--- config.mk ---
export PLATFORM = sky130hd
export DESIGN_NAME = fetch_stage
export DESIGN_NICKNAME = d
export VERILOG_FILES = /design/src/rtl/cpu_pkg.sv /design/src/rtl/if_id_reg.sv /design/src/rtl/fetch_stage.sv
export SDC_FILE = /design/constraint.sdc
export NUM_CORES = 1
export LEC_CHECK = 0
export ABC_CLOCK_PERIOD_IN_PS = 17000
export CAP_MARGIN = 20
export CORE_ASPECT_RATIO = 0.7
export CORE_MARGIN = 10
export CORE_UTILIZATION = 58
export DETAILED_ROUTE_END_ITERATION = 12
export GPL_TIMING_DRIVEN = 0
export PLACE_DENSITY = 0.93
export SYNTH_ARGS = -nofsm -noshare
export SYNTH_HDL_FRONTEND = slang
export SYNTH_SLANG_ARGS = --single-unit
--- constraint.sdc ---
create_clock -name i_clk -period 17 [get_ports i_clk]
set_input_delay 3.4 -clock i_clk [delete_from_list [all_inputs] [get_ports i_clk]]
set_output_delay 3.4 -clock i_clk [all_outputs]
set_load 0.01 [all_outputs]
--- src/rtl/cpu_pkg.sv ---
// Shared CPU definitions: fetch FSM encoding, instruction width, NOP word and default reset PC.
package cpu_pkg;

  localparam int INSTR_WIDTH = 32;
  localparam logic [INSTR_WIDTH-1:0] NOP_INSTR = '0;
  localparam logic [31:0] DEFAULT_RESET_PC = 32'h0000_0000;

  typedef enum logic [1:0] {
    S_BOOT  = 2'd0,
    S_REQ   = 2'd1,
    S_HOLD  = 2'd2,
    S_DRAIN = 2'd3
  } fetch_state_e;

endpackage

--- src/rtl/if_id_reg.sv ---
// Pipeline register between fetch and decode with load / bubble / hold controls.
// Bubble wins over load; with neither asserted the register holds its contents.
module if_id_reg
  import cpu_pkg::*;
#(
  parameter int ADDR_WIDTH = 32
) (
  input  logic                   i_clk,
  input  logic                   i_rst,
  input  logic                   i_load,
  input  logic                   i_bubble,
  input  logic [INSTR_WIDTH-1:0] i_instr,
  input  logic [ADDR_WIDTH-1:0]  i_pc,
  input  logic [ADDR_WIDTH-1:0]  i_pc_plus4,
  output logic [INSTR_WIDTH-1:0] o_instr,
  output logic [ADDR_WIDTH-1:0]  o_pc,
  output logic [ADDR_WIDTH-1:0]  o_pc_plus4,
  output logic                   o_valid
);

  logic [INSTR_WIDTH-1:0] instr_q;
  logic [ADDR_WIDTH-1:0]  pc_q;
  logic [ADDR_WIDTH-1:0]  pc_plus4_q;
  logic                   valid_q;

  // A bubble only clears the instruction and valid flag; PC fields keep their last value.
  always_ff @(posedge i_clk or posedge i_rst) begin
    if (i_rst) begin
      instr_q    <= NOP_INSTR;
      pc_q       <= '0;
      pc_plus4_q <= '0;
      valid_q    <= 1'b0;
    end else if (i_bubble) begin
      instr_q <= NOP_INSTR;
      valid_q <= 1'b0;
    end else if (i_load) begin
      instr_q    <= i_instr;
      pc_q       <= i_pc;
      pc_plus4_q <= i_pc_plus4;
      valid_q    <= 1'b1;
    end
  end

  assign o_instr    = instr_q;
  assign o_pc       = pc_q;
  assign o_pc_plus4 = pc_plus4_q;
  assign o_valid    = valid_q;

endmodule

--- src/rtl/fetch_stage.sv ---
// Instruction fetch stage: owns the PC, drives the req/ack instruction memory port,
// absorbs stalls with a one-entry skid buffer and drains outstanding requests on redirect.
module fetch_stage
  import cpu_pkg::*;
#(
  parameter int                    ADDR_WIDTH = 32,
  parameter logic [ADDR_WIDTH-1:0] RESET_PC   = ADDR_WIDTH'(DEFAULT_RESET_PC)
) (
  input  logic                   i_clk,
  input  logic                   i_rst,
  input  logic                   i_stall,
  input  logic                   i_flush,
  input  logic [ADDR_WIDTH-1:0]  i_target_pc,
  output logic                   o_imem_req,
  output logic [ADDR_WIDTH-1:0]  o_imem_addr,
  input  logic                   i_imem_ack,
  input  logic [INSTR_WIDTH-1:0] i_imem_rdata,
  output logic [INSTR_WIDTH-1:0] o_instr,
  output logic [ADDR_WIDTH-1:0]  o_pc,
  output logic [ADDR_WIDTH-1:0]  o_pc_plus4,
  output logic                   o_bubble
);

  fetch_state_e state_q, state_d;
  logic [ADDR_WIDTH-1:0]  fetch_pc_q, fetch_pc_d;
  logic [INSTR_WIDTH-1:0] skid_instr_q, skid_instr_d;
  logic [ADDR_WIDTH-1:0]  skid_pc_q, skid_pc_d;
  logic [ADDR_WIDTH-1:0]  drain_target_q, drain_target_d;

  logic [ADDR_WIDTH-1:0]  target_aligned;
  logic [ADDR_WIDTH-1:0]  fetch_pc_plus4;
  logic [ADDR_WIDTH-1:0]  skid_pc_plus4;
  logic                   unused_target_lsbs;

  logic                   ifid_load;
  logic                   ifid_bubble;
  logic [INSTR_WIDTH-1:0] ifid_instr;
  logic [ADDR_WIDTH-1:0]  ifid_pc;
  logic [ADDR_WIDTH-1:0]  ifid_pc_plus4;

  // Instructions are word aligned, so the low target bits carry no information.
  assign target_aligned     = {i_target_pc[ADDR_WIDTH-1:2], 2'b00};
  assign unused_target_lsbs = ^i_target_pc[1:0];
  assign fetch_pc_plus4     = fetch_pc_q + ADDR_WIDTH'(4);
  assign skid_pc_plus4      = skid_pc_q + ADDR_WIDTH'(4);

  always_ff @(posedge i_clk or posedge i_rst) begin
    if (i_rst) begin
      state_q        <= S_BOOT;
      fetch_pc_q     <= RESET_PC;
      skid_instr_q   <= NOP_INSTR;
      skid_pc_q      <= '0;
      drain_target_q <= '0;
    end else begin
      state_q        <= state_d;
      fetch_pc_q     <= fetch_pc_d;
      skid_instr_q   <= skid_instr_d;
      skid_pc_q      <= skid_pc_d;
      drain_target_q <= drain_target_d;
    end
  end

  always_comb begin
    state_d        = state_q;
    fetch_pc_d     = fetch_pc_q;
    skid_instr_d   = skid_instr_q;
    skid_pc_d      = skid_pc_q;
    drain_target_d = drain_target_q;
    case (state_q)
      S_BOOT: begin
        state_d = S_REQ;
        if (i_flush) fetch_pc_d = target_aligned;
      end
      S_REQ: begin
        if (i_flush) begin
          // An unacked request cannot be abandoned; park the target until it completes.
          if (i_imem_ack) begin
            fetch_pc_d = target_aligned;
          end else begin
            drain_target_d = target_aligned;
            state_d        = S_DRAIN;
          end
        end else if (i_imem_ack) begin
          if (i_stall) begin
            skid_instr_d = i_imem_rdata;
            skid_pc_d    = fetch_pc_q;
            state_d      = S_HOLD;
          end else begin
            fetch_pc_d = fetch_pc_plus4;
          end
        end
      end
      S_HOLD: begin
        if (i_flush) begin
          fetch_pc_d = target_aligned;
          state_d    = S_REQ;
        end else if (!i_stall) begin
          fetch_pc_d = fetch_pc_plus4;
          state_d    = S_REQ;
        end
      end
      S_DRAIN: begin
        if (i_imem_ack) begin
          fetch_pc_d = i_flush ? target_aligned : drain_target_q;
          state_d    = S_REQ;
        end else if (i_flush) begin
          drain_target_d = target_aligned;
        end
      end
      default: state_d = S_BOOT;
    endcase
  end

  always_comb begin
    o_imem_req    = (state_q == S_REQ) || (state_q == S_DRAIN);
    o_imem_addr   = fetch_pc_q;
    ifid_load     = 1'b0;
    ifid_bubble   = 1'b0;
    ifid_instr    = i_imem_rdata;
    ifid_pc       = fetch_pc_q;
    ifid_pc_plus4 = fetch_pc_plus4;
    if (i_flush) begin
      ifid_bubble = 1'b1;
    end else begin
      case (state_q)
        S_REQ: begin
          if (!i_stall) begin
            ifid_load   = i_imem_ack;
            ifid_bubble = !i_imem_ack;
          end
        end
        S_HOLD: begin
          if (!i_stall) begin
            ifid_load     = 1'b1;
            ifid_instr    = skid_instr_q;
            ifid_pc       = skid_pc_q;
            ifid_pc_plus4 = skid_pc_plus4;
          end
        end
        S_DRAIN: ifid_bubble = 1'b1;
        default: ;
      endcase
    end
  end

  if_id_reg #(
    .ADDR_WIDTH(ADDR_WIDTH)
  ) u_if_id (
    .i_clk      (i_clk),
    .i_rst      (i_rst),
    .i_load     (ifid_load),
    .i_bubble   (ifid_bubble),
    .i_instr    (ifid_instr),
    .i_pc       (ifid_pc),
    .i_pc_plus4 (ifid_pc_plus4),
    .o_instr    (o_instr),
    .o_pc       (o_pc),
    .o_pc_plus4 (o_pc_plus4),
    .o_valid    (o_bubble)
  );

endmodule

==> Word level (Yosys, flattened, before mapping) <==
Index checks and enable logic that the tools add are counted.
Widths: inputs -> output; s select.
{ "totals": {"reg_bits": 227, "in_bits": 69} }
{ "op_classes": {"n_bitwise": 2, "muxes": 41, "eq_ne": 13, "add_sub_neg": 2, "n_reduce_logical": 10} }
{ "op_table": {"columns": ["op", "count"], "rows": [
  ["$mux 32", 22],
  ["$pmux 32 s4", 1],
  ["$add 32x3->32 const B", 2],
  ["$pmux 32 s2", 1],
  ["$mux 2", 7],
  ["$ne 2x2->1 const B", 6],
  ["$ne 3x3->1 const B", 4],
  ["$pmux 2 s4", 1],
  ["$mux 1", 7],
  ["$reduce_and 3->1", 2],
  ["$reduce_and 5->1", 1],
  ["$eq 2x2->1 const B", 2],
  ["$pmux 1 s2", 2],
  ["$reduce_and 4->1", 1],
  ["$reduce_bool 2->1", 2],
  ["$eq 2x1->1 const B", 1],
  ["$logic_not 2->1", 1],
  ["$not 1->1", 2],
  ["$reduce_and 2->1", 1],
  ["$logic_not 1->1", 1],
  ["$logic_or 1x1->1", 1]
]} }

==> Depth between registers and ports, before layout <==
Gate-level depths: netlist of run 1.
{ "depth": {"word_depth": 6, "mapped_depth": 9, "mapped_depth_nobuf": 7} }

==> Cells and area by module <==
Synthesis of run 1 repeated with hierarchy kept, for this count alone.
{ "hier_totals": {"hier_cells": 1213, "area_unflattened_um2": 12535.8} }
{ "modules_own_cells": {"columns": ["mod", "seq_area_each_um2", "area_each_um2", "cells_per_inst", "instances"], "rows": [
  ["fetch_stage", 3253.1, 8519.4, 969, 1],
  ["if_id_reg", 2427.3, 4016.4, 244, 1]
]} }

==> Worst setup path before layout of run 1 <==
Ideal clock, no wire load.
{ "synth_path": {"path_kind": "input-to-reg", "start": "in i_stall", "end": "reg u_if_id.pc_plus4_q[31], in the netlist u_if_id.o_pc_plus4[31]", "required_ps": 16862, "slack_ps": 11951, "t_arrival_ps": 4910, "path_buffers": 3, "cell_stages": 8, "path_cell_list": "clkbuf_1 -> or3b_2 -> nand4_1 -> buf_2 -> clkbuf_1 -> nor2_1 -> a21oi_1 -> o211ai_1"} }
{ "synth_between": {"elab_chain_cells": 5, "word_cells_on_any_way": 12} }
{ "synth_lines": {"columns": ["element", "line", "rtl"], "rows": [
  ["from (decl)", "fetch_stage.sv:11", "input logic i_stall,"],
  ["$mux 1", "fetch_stage.sv:127", "if (!i_stall) begin"],
  ["$pmux 1 s2", "fetch_stage.sv:125", "case (state_q)"],
  ["$mux 1", "fetch_stage.sv:122", "if (i_flush) begin"],
  ["$not 1->1 (no line)", null, null],
  ["$reduce_and 2->1 (no line)", null, null],
  ["to (signal assigned)", "if_id_reg.sv:39", "pc_plus4_q <= i_pc_plus4;"],
  ["to (decl)", "if_id_reg.sv:23", "logic [ADDR_WIDTH-1:0] pc_plus4_q;"]
]} }
Several ways; a longest one is shown, not always the timed one.
A chain may end at the register's enable or synchronous reset.

==> Final worst setup path of run 1 <==
{ "layout_path": {"start": "reg state_q[0]", "end": "out o_imem_req"} }
{ "layout_between": {"elab_chain_cells": 2, "word_cells_on_any_way": 3} }
{ "layout_lines": {"columns": ["element", "line", "rtl"], "rows": [
  ["from (decl)", "fetch_stage.sv:24", "fetch_state_e state_q, state_d;"],
  ["from (signal assigned)", "fetch_stage.sv:55", "state_q <= state_d;"],
  ["$eq 2x1->1 or $eq 2x2->1 (tied branches)", "fetch_stage.sv:115", "o_imem_req = (state_q == S_REQ) || (state_q == S_DRAIN);"],
  ["$logic_or 1x1->1 (*)", "fetch_stage.sv:115", null],
  ["to (decl)", "fetch_stage.sv:14", "output logic o_imem_req,"]
]} }
Every way passes the cells marked *; elsewhere a longest branch is shown, timed or not.

==> out/metrics.cfg, run 1 <==
[cells_and_area]
fill_cells=1406
layout.nets=1527
syn_to_final_growth_pct=25.35
fin_util_pct=74.51
layout-drive-gt1-share_pct=11.19
final_cell_area_sq_mm=0.01483

[die]
rows=43
top_level_ports=199
initial_core_util_pct=59.44
dieWidth_um=190.7
die_h_um=139.5
core_area_sq_mm=0.01991
die_area_sq_mm=0.02660

[setup_path]
cpPeakStageDelay_ps=580
cp-end-kind=output port
critical_path_class=reg2out
crit_path_cell_trace=ha_1 -> buf_2 -> clkinv_1 -> nand2_1 -> clkdlybuf4s50_1
crit_required_ps=13600
start_kind=register
cp.arrival_ps=2570
slowest_stage=clkdlybuf4s50_1
crit_fanout=10

[global_routing]
grt_overflow=0
antenna_found_initial=1
grt_max_degree=114
grt_use_total_pct=31.19
grt_pass1_wl_mm=65.57
grt_pass1_vias=10970

[clocking]
numCtsBuffers=23
cts_buffer_depth=3
h-tree-depth=1
worstSkewPairLatency_ps=520
clockRootBuffer=clkbuf_16
postCtsSetupBuffers=0
cts_hold_buf=0
path_clk_slew_ps=60
cts.sinks=225
cts_tree=done
ctsResizeCount=0

[timing]
relSlewSlack_pct=29.17
grt_setup_unrepaired=no
skew_ps=10.68
whs_ps=478.2
tns_ps=0
min_period_ps=5970
worstMarginPinSlew_ps=1053
finalHoldViolations=0
finalCritPeriodShare_pct=35.12
setup_violations=0
slew_violations=0
clock.fmax_mhz=167.5

[synthesis]
synth_top_family_by_area=simple AND/OR/NAND/NOR gates
async_reset_ff_share_pct=100.0
synth_nets=1307
synth-xor-area-share_pct=2.665
yosysSeqAreaShare_pct=47.58
yosys.area_share.simple_pct=17.61
synth_top_area_share_pct=47.58
synthAdderAreaFrac_pct=0.7402
synth_largest_area_cell=dfrtp_1
ys_ff_latch=225
synth_edf_count=0
ys_warn_count=0
syn_area_sq_mm=0.01183
ys.flop_type=dfrtp_1
synth_compound_area_share_pct=16.64
syn_inst=1231
yosys.cell_types.count=71
synthTopCellsByArea=dfrtp_1 (48%), mux2_2 (9.1%), nand2_1 (6.5%)
synthMuxAreaShare_pct=10.66
avgSynthCellArea_sq_um=9.612

[placed_design]
routabilityCongestion=0.9683
io_buffers=194
place_area_sq_mm=0.01415
place_hpwl_mm=31.45

[routing]
post_drt_wl_per_cell_um=24.60
route.vias.total=11290
drc=0
drt-pass1-iter-count=8
drt-initial-drc-count=1571
ant_nets=0
routed_wl_mm=42.72
vias_per_cell=6.497

[worst_hold_path]
worst_hold_path_type=reg2reg

[power]
cellPowerDensity_mw_per_mm2=180.2
vdd_drop_max_mv=0.1160
p_leak_nw=6.006

[status]
status=completed

[job]
cap_violations=0

critical path: cells and delay by family, from the launching register on:
family,cells,cell delay [ps]
flip-flops,1,420
adder cells (fa/ha/maj),1,160
AND/OR/NAND/NOR,1,280
buffers and inverters,3,1190
synthesized netlist by cell type, drive strengths merged, types with 4 or more instances:
cell type and count:
o31a 4, o221ai 4, a31o 6, nor2 104
nor2b 4, a32o 5, or2 4, or4 7
nor3 15, a222oi 4, a311oi 33, and2 4
or3 5, a21oi 26, a22oi 12, inv 13
nor3b 4, o22ai 4, a22o 13, buf 39
xor2 16, mux2i 18, o31ai 18, clkbuf 69
nand2b 10, and3 7, mux2 96, o211ai 10
a21o 6, ha 7, nand4 21, and4 7
nor4 16, xnor2 20, nand2 204, a221oi 8
nand3 32, o21ai 58, a221o 7, a31oi 37
dfrtp 225
cells in the final DEF, fill, tap and decap left out, drive strengths merged, types with 8 or more instances in the layout:
master | synthesis | layout
a21oi | 26 | 26
a221oi | 8 | 8
a22o | 13 | 13
a22oi | 12 | 12
a311oi | 33 | 33
a31oi | 37 | 37
buf | 39 | 40
clkbuf | 69 | 107
clkdlybuf4s50 | 0 | 194
dfrtp | 225 | 225
inv | 13 | 13
mux2 | 96 | 96
mux2i | 18 | 18
nand2 | 204 | 204
nand2b | 10 | 10
nand3 | 32 | 32
nand4 | 21 | 21
nor2 | 104 | 104
nor3 | 15 | 15
nor4 | 16 | 16
o211ai | 10 | 10
o21ai | 58 | 58
o31ai | 18 | 18
xnor2 | 20 | 20
xor2 | 16 | 16
cell type report:
| class | instances | area [sq um] | area share (%) |
|---|---|---|---|
| inverters | 14 | 60.06 | 0.4049 |
| multi-input cells | 884 | 5717 | 38.54 |
| flip-flops and latches | 225 | 5630 | 37.96 |
| clock inverters | 2 | 10.01 | 0.06749 |
| diodes | 1 | 2.502 | 0.01687 |
| clock buffers | 38 | 671.9 | 4.530 |
| well taps | 270 | 337.8 | 2.278 |
| repair buffers | 195 | 1969 | 13.28 |
| plain buffers | 108 | 432.9 | 2.919 |
report_power, final:
group / switching, mW / total (mW) / internal, mW
combinational: 0.667 / 1.22 / 0.548
clock: 0.211 / 0.478 / 0.268
sequential: 0.220 / 0.979 / 0.759
sequential cells by signal, summed over array words and instances (netlist names):
| register | cells |
|---|---|
| u_if_id.o_pc_plus4 | 30 |
| skid_pc_q | 32 |
| u_if_id.o_pc | 32 |
| u_if_id.o_instr | 32 |
| drain_target_q | 32 |
| state_q | 2 |
| o_imem_addr | 32 |
| u_if_id.o_valid | 1 |
| skid_instr_q | 32 |
per-stage QoR:
stage / power [mW] / std cells / setup WS [ps]
floorplan: 1.593 / 1231 / 7437
global placement: 2.100 / 1695 / 4684
detailed placement: 2.146 / 1696 / 10650
CTS: 2.630 / 1736 / 11070
global route: 2.797 / 1736 / 10910
finish: 2.673 / 1737 / 11030
worst paths after layout:
kind,start,end,slack [ps],cells after the start
max reg2reg,state_q[0],u_if_id.o_pc[3],13740,8
min reg2reg,u_if_id.o_pc_plus4[2],u_if_id.o_pc_plus4[2],480,2
max in group asynchronous,i_rst,drain_target_q[30],12520,3
max,state_q[0],o_imem_req,11030,5
min,u_if_id.o_pc_plus4[2],u_if_id.o_pc_plus4[2],480,2
min in group asynchronous,i_rst,u_if_id.o_pc_plus4[2],3440,2
logic make-up after synthesis:
| group | Yosys count |
|---|---|
| AND/OR/NAND/NOR | 450 |
| AO/OA/AOI/OAI | 277 |
| flip-flops | 225 |
| buffers and inverters | 122 |
| multiplexers | 114 |
| XOR/XNOR | 36 |
| adder cells (fa/ha/maj) | 7 |
routing by layer:
metal	share of wire [%]	track usage [%]	wire length [um]
met1	40	43.30	17160
met2	43	45.20	18250
met3	14	10.38	6074
met4	2.9	9.256	1241
met5	0	0	0
(Power assumes the default switching activity.)
==> run 2: changes to the inputs <==
ABC_CLOCK_PERIOD_IN_PS = 4950   (was 17000)
CORE_UTILIZATION = 49   (was 58)
PLACE_DENSITY = 0.84   (was 0.93)
clock period = 4.95 ns   (was 17 ns; I/O delays follow)
==> run 2 against run 1 <==
  * Die area up 16%
  * Clock skew rose by 5.3 ps
  * Final area up 1.7%
  * Critical endpoint is now u_if_id.o_pc[3]
  * Largest power group unchanged
==> out/metrics.cfg, run 2 (same netlist as run 1, synthesis figures left out) <==
[status]
status=completed

[job]
cap_violations=0

[setup_path]
critical_path_class=in2reg
timing.critical_path.buf_inv=5
critical-path-top-delay-family=buffers and inverters
r2r_end=u_if_id.o_pc[3]
cp-end-kind=register
start_kind=input port
crit-reg2reg-launch=state_q[0]
endpoint=u_if_id.o_pc[3]
crit_cells=8
cp.arrival_ps=4000
slowest_stage=clkdlybuf4s50_1
crit_fanout=10
worstRegToRegCells=8
crit_required_ps=5310
crit_top_cell=clkbuf_1
regToRegSetupSlack_ps=1560
cp-startpoint=i_flush
cpPeakStageDelay_ps=570
crit_path_cell_trace=clkdlybuf4s50_1 -> buf_2 -> nor2_1 -> and4_1 -> clkbuf_1 -> clkbuf_1 -> buf_1 -> a31oi_1

[timing]
slew_violations=0
worstMarginPinSlew_ps=1053
skew_ps=15.97
finalCritPeriodShare_pct=73.55
whs_ps=468.3
grt_setup_unrepaired=no
relSlewSlack_pct=29.28
clock.fmax_mhz=274.7
setup_violations=0
finalHoldViolations=0
min_period_ps=3641

[cells_and_area]
final_cells=1793
layout-drive-gt1-share_pct=12.00
syn_to_final_growth_pct=27.53
n_antenna_cell=0
final_cell_area_sq_mm=0.01509
fill_cells=1896
fin_util_pct=63.68
most-common-layout-cells=dfrtp_1 (225), nand2_1 (204), clkdlybuf4s50_1 (194)
layout.nets=1533
final_common_cell=dfrtp_1

[die]
initial_core_util_pct=49.93
die_area_sq_mm=0.03086
dieWidth_um=205.7
core_area_sq_mm=0.02370
top_level_ports=199
die_h_um=150.0
rows=47

[global_routing]
grt_pass1_vias=10780
grt_max_degree=44
grt_overflow=0
grt_use_total_pct=26.17
grt_pass1_wl_mm=63.52
antenna_found_initial=0

[power]
cellPowerDensity_mw_per_mm2=618.0
pwr-share-seq_pct=35.9
finalPower_mw=9.326
p_int_mw=5.575
p_leak_nw=6.101
vdd_drop_max_mv=0.3170
clkPwrFrac_pct=19.9
swShare_pct=40.22
combPwrFrac_pct=44.2
power_switching_mw=3.751

[clocking]
postCtsSetupBuffers=0
cts.sinks=225
clockRootBuffer=clkbuf_16
cts_buffer_depth=3
numCtsBuffers=24
cts_hold_buf=0
path_clk_slew_ps=60
ctsResizeCount=0
h-tree-depth=1
worstSkewPairLatency_ps=530
cts_tree=done

[routing]
ant_nets=0
drc=0
vias_per_cell=6.224
drt-pass1-iter-count=8
routed_wl_mm=41.70
post_drt_wl_per_cell_um=23.26
route.vias.total=11160
drt-initial-drc-count=1367

[placed_design]
io_buffers=194
place_hpwl_mm=31.57
place_inst=1749
place_area_sq_mm=0.01430
routabilityCongestion=0.9739

[worst_hold_path]
worst_hold_path_type=reg2reg
whs_path_depth=2

-- run 2: layout make-up --
class	count	area, sq um	area share (%)
clock inverters	9	101.3	0.6716
repair buffers	200	2062	13.66
clock buffers	35	693.2	4.593
plain buffers	108	432.9	2.869
well taps	318	397.9	2.637
multi-input cells	884	5717	37.88
inverters	14	56.30	0.3731
flip-flops and latches	225	5630	37.31
-- run 2: power groups by stage --
| stage | Combinational, mW | Clock (mW) | Sequential [mW] |
|---|---|---|---|
| after detailed placement | 4.03 | 0 | 3.34 |
| after floorplan | 2.19 | 0 | 3.28 |
| after CTS | 4.06 | 1.86 | 3.32 |
| final | 4.12 | 1.86 | 3.35 |
| after global placement | 3.91 | 0 | 3.29 |
| after global routing | 4.42 | 1.94 | 3.43 |
-- run 2: tightest hold or removal path, cell delays in order (launching register included) --
cell	delay, ps
dfrtp_1	340
nand2_1	50
nand2_1	50
-- run 2: layer usage --
layer,global-route usage [%],share of wire [%],vias to the layer above
li1,-,-,4936
met1,37.47,43,5392
met2,37.06,42,736
met3,8.121,13,96
met4,7.475,3.1,0
met5,0,0,-
-- run 2: through the flow --
stage / worst slack [ps] / setup TNS [ps]
after floorplan: 1022 / 0
after global placement: -720.6 / -156260
after detailed placement: 989.5 / 0
after CTS: 1477 / 0
after global routing: 1261 / 0
final: 1309 / 0
-- run 2: worst min-delay path by stage --
stage | slack, ps | endpoint | startpoint
4_1_cts | 470 | u_if_id.o_pc_plus4[5] | u_if_id.o_pc_plus4[5]
6_report | 470 | u_if_id.o_pc_plus4[5] | u_if_id.o_pc_plus4[5]
5_1_grt | 490 | u_if_id.o_pc_plus4[5] | u_if_id.o_pc_plus4[5]
2_1_floorplan | 460 | drain_target_q[0] | drain_target_q[0]
3_3_place_gp | 450 | u_if_id.o_pc_plus4[5] | u_if_id.o_pc_plus4[5]
3_5_place_dp | 460 | u_if_id.o_pc_plus4[5] | u_if_id.o_pc_plus4[5]
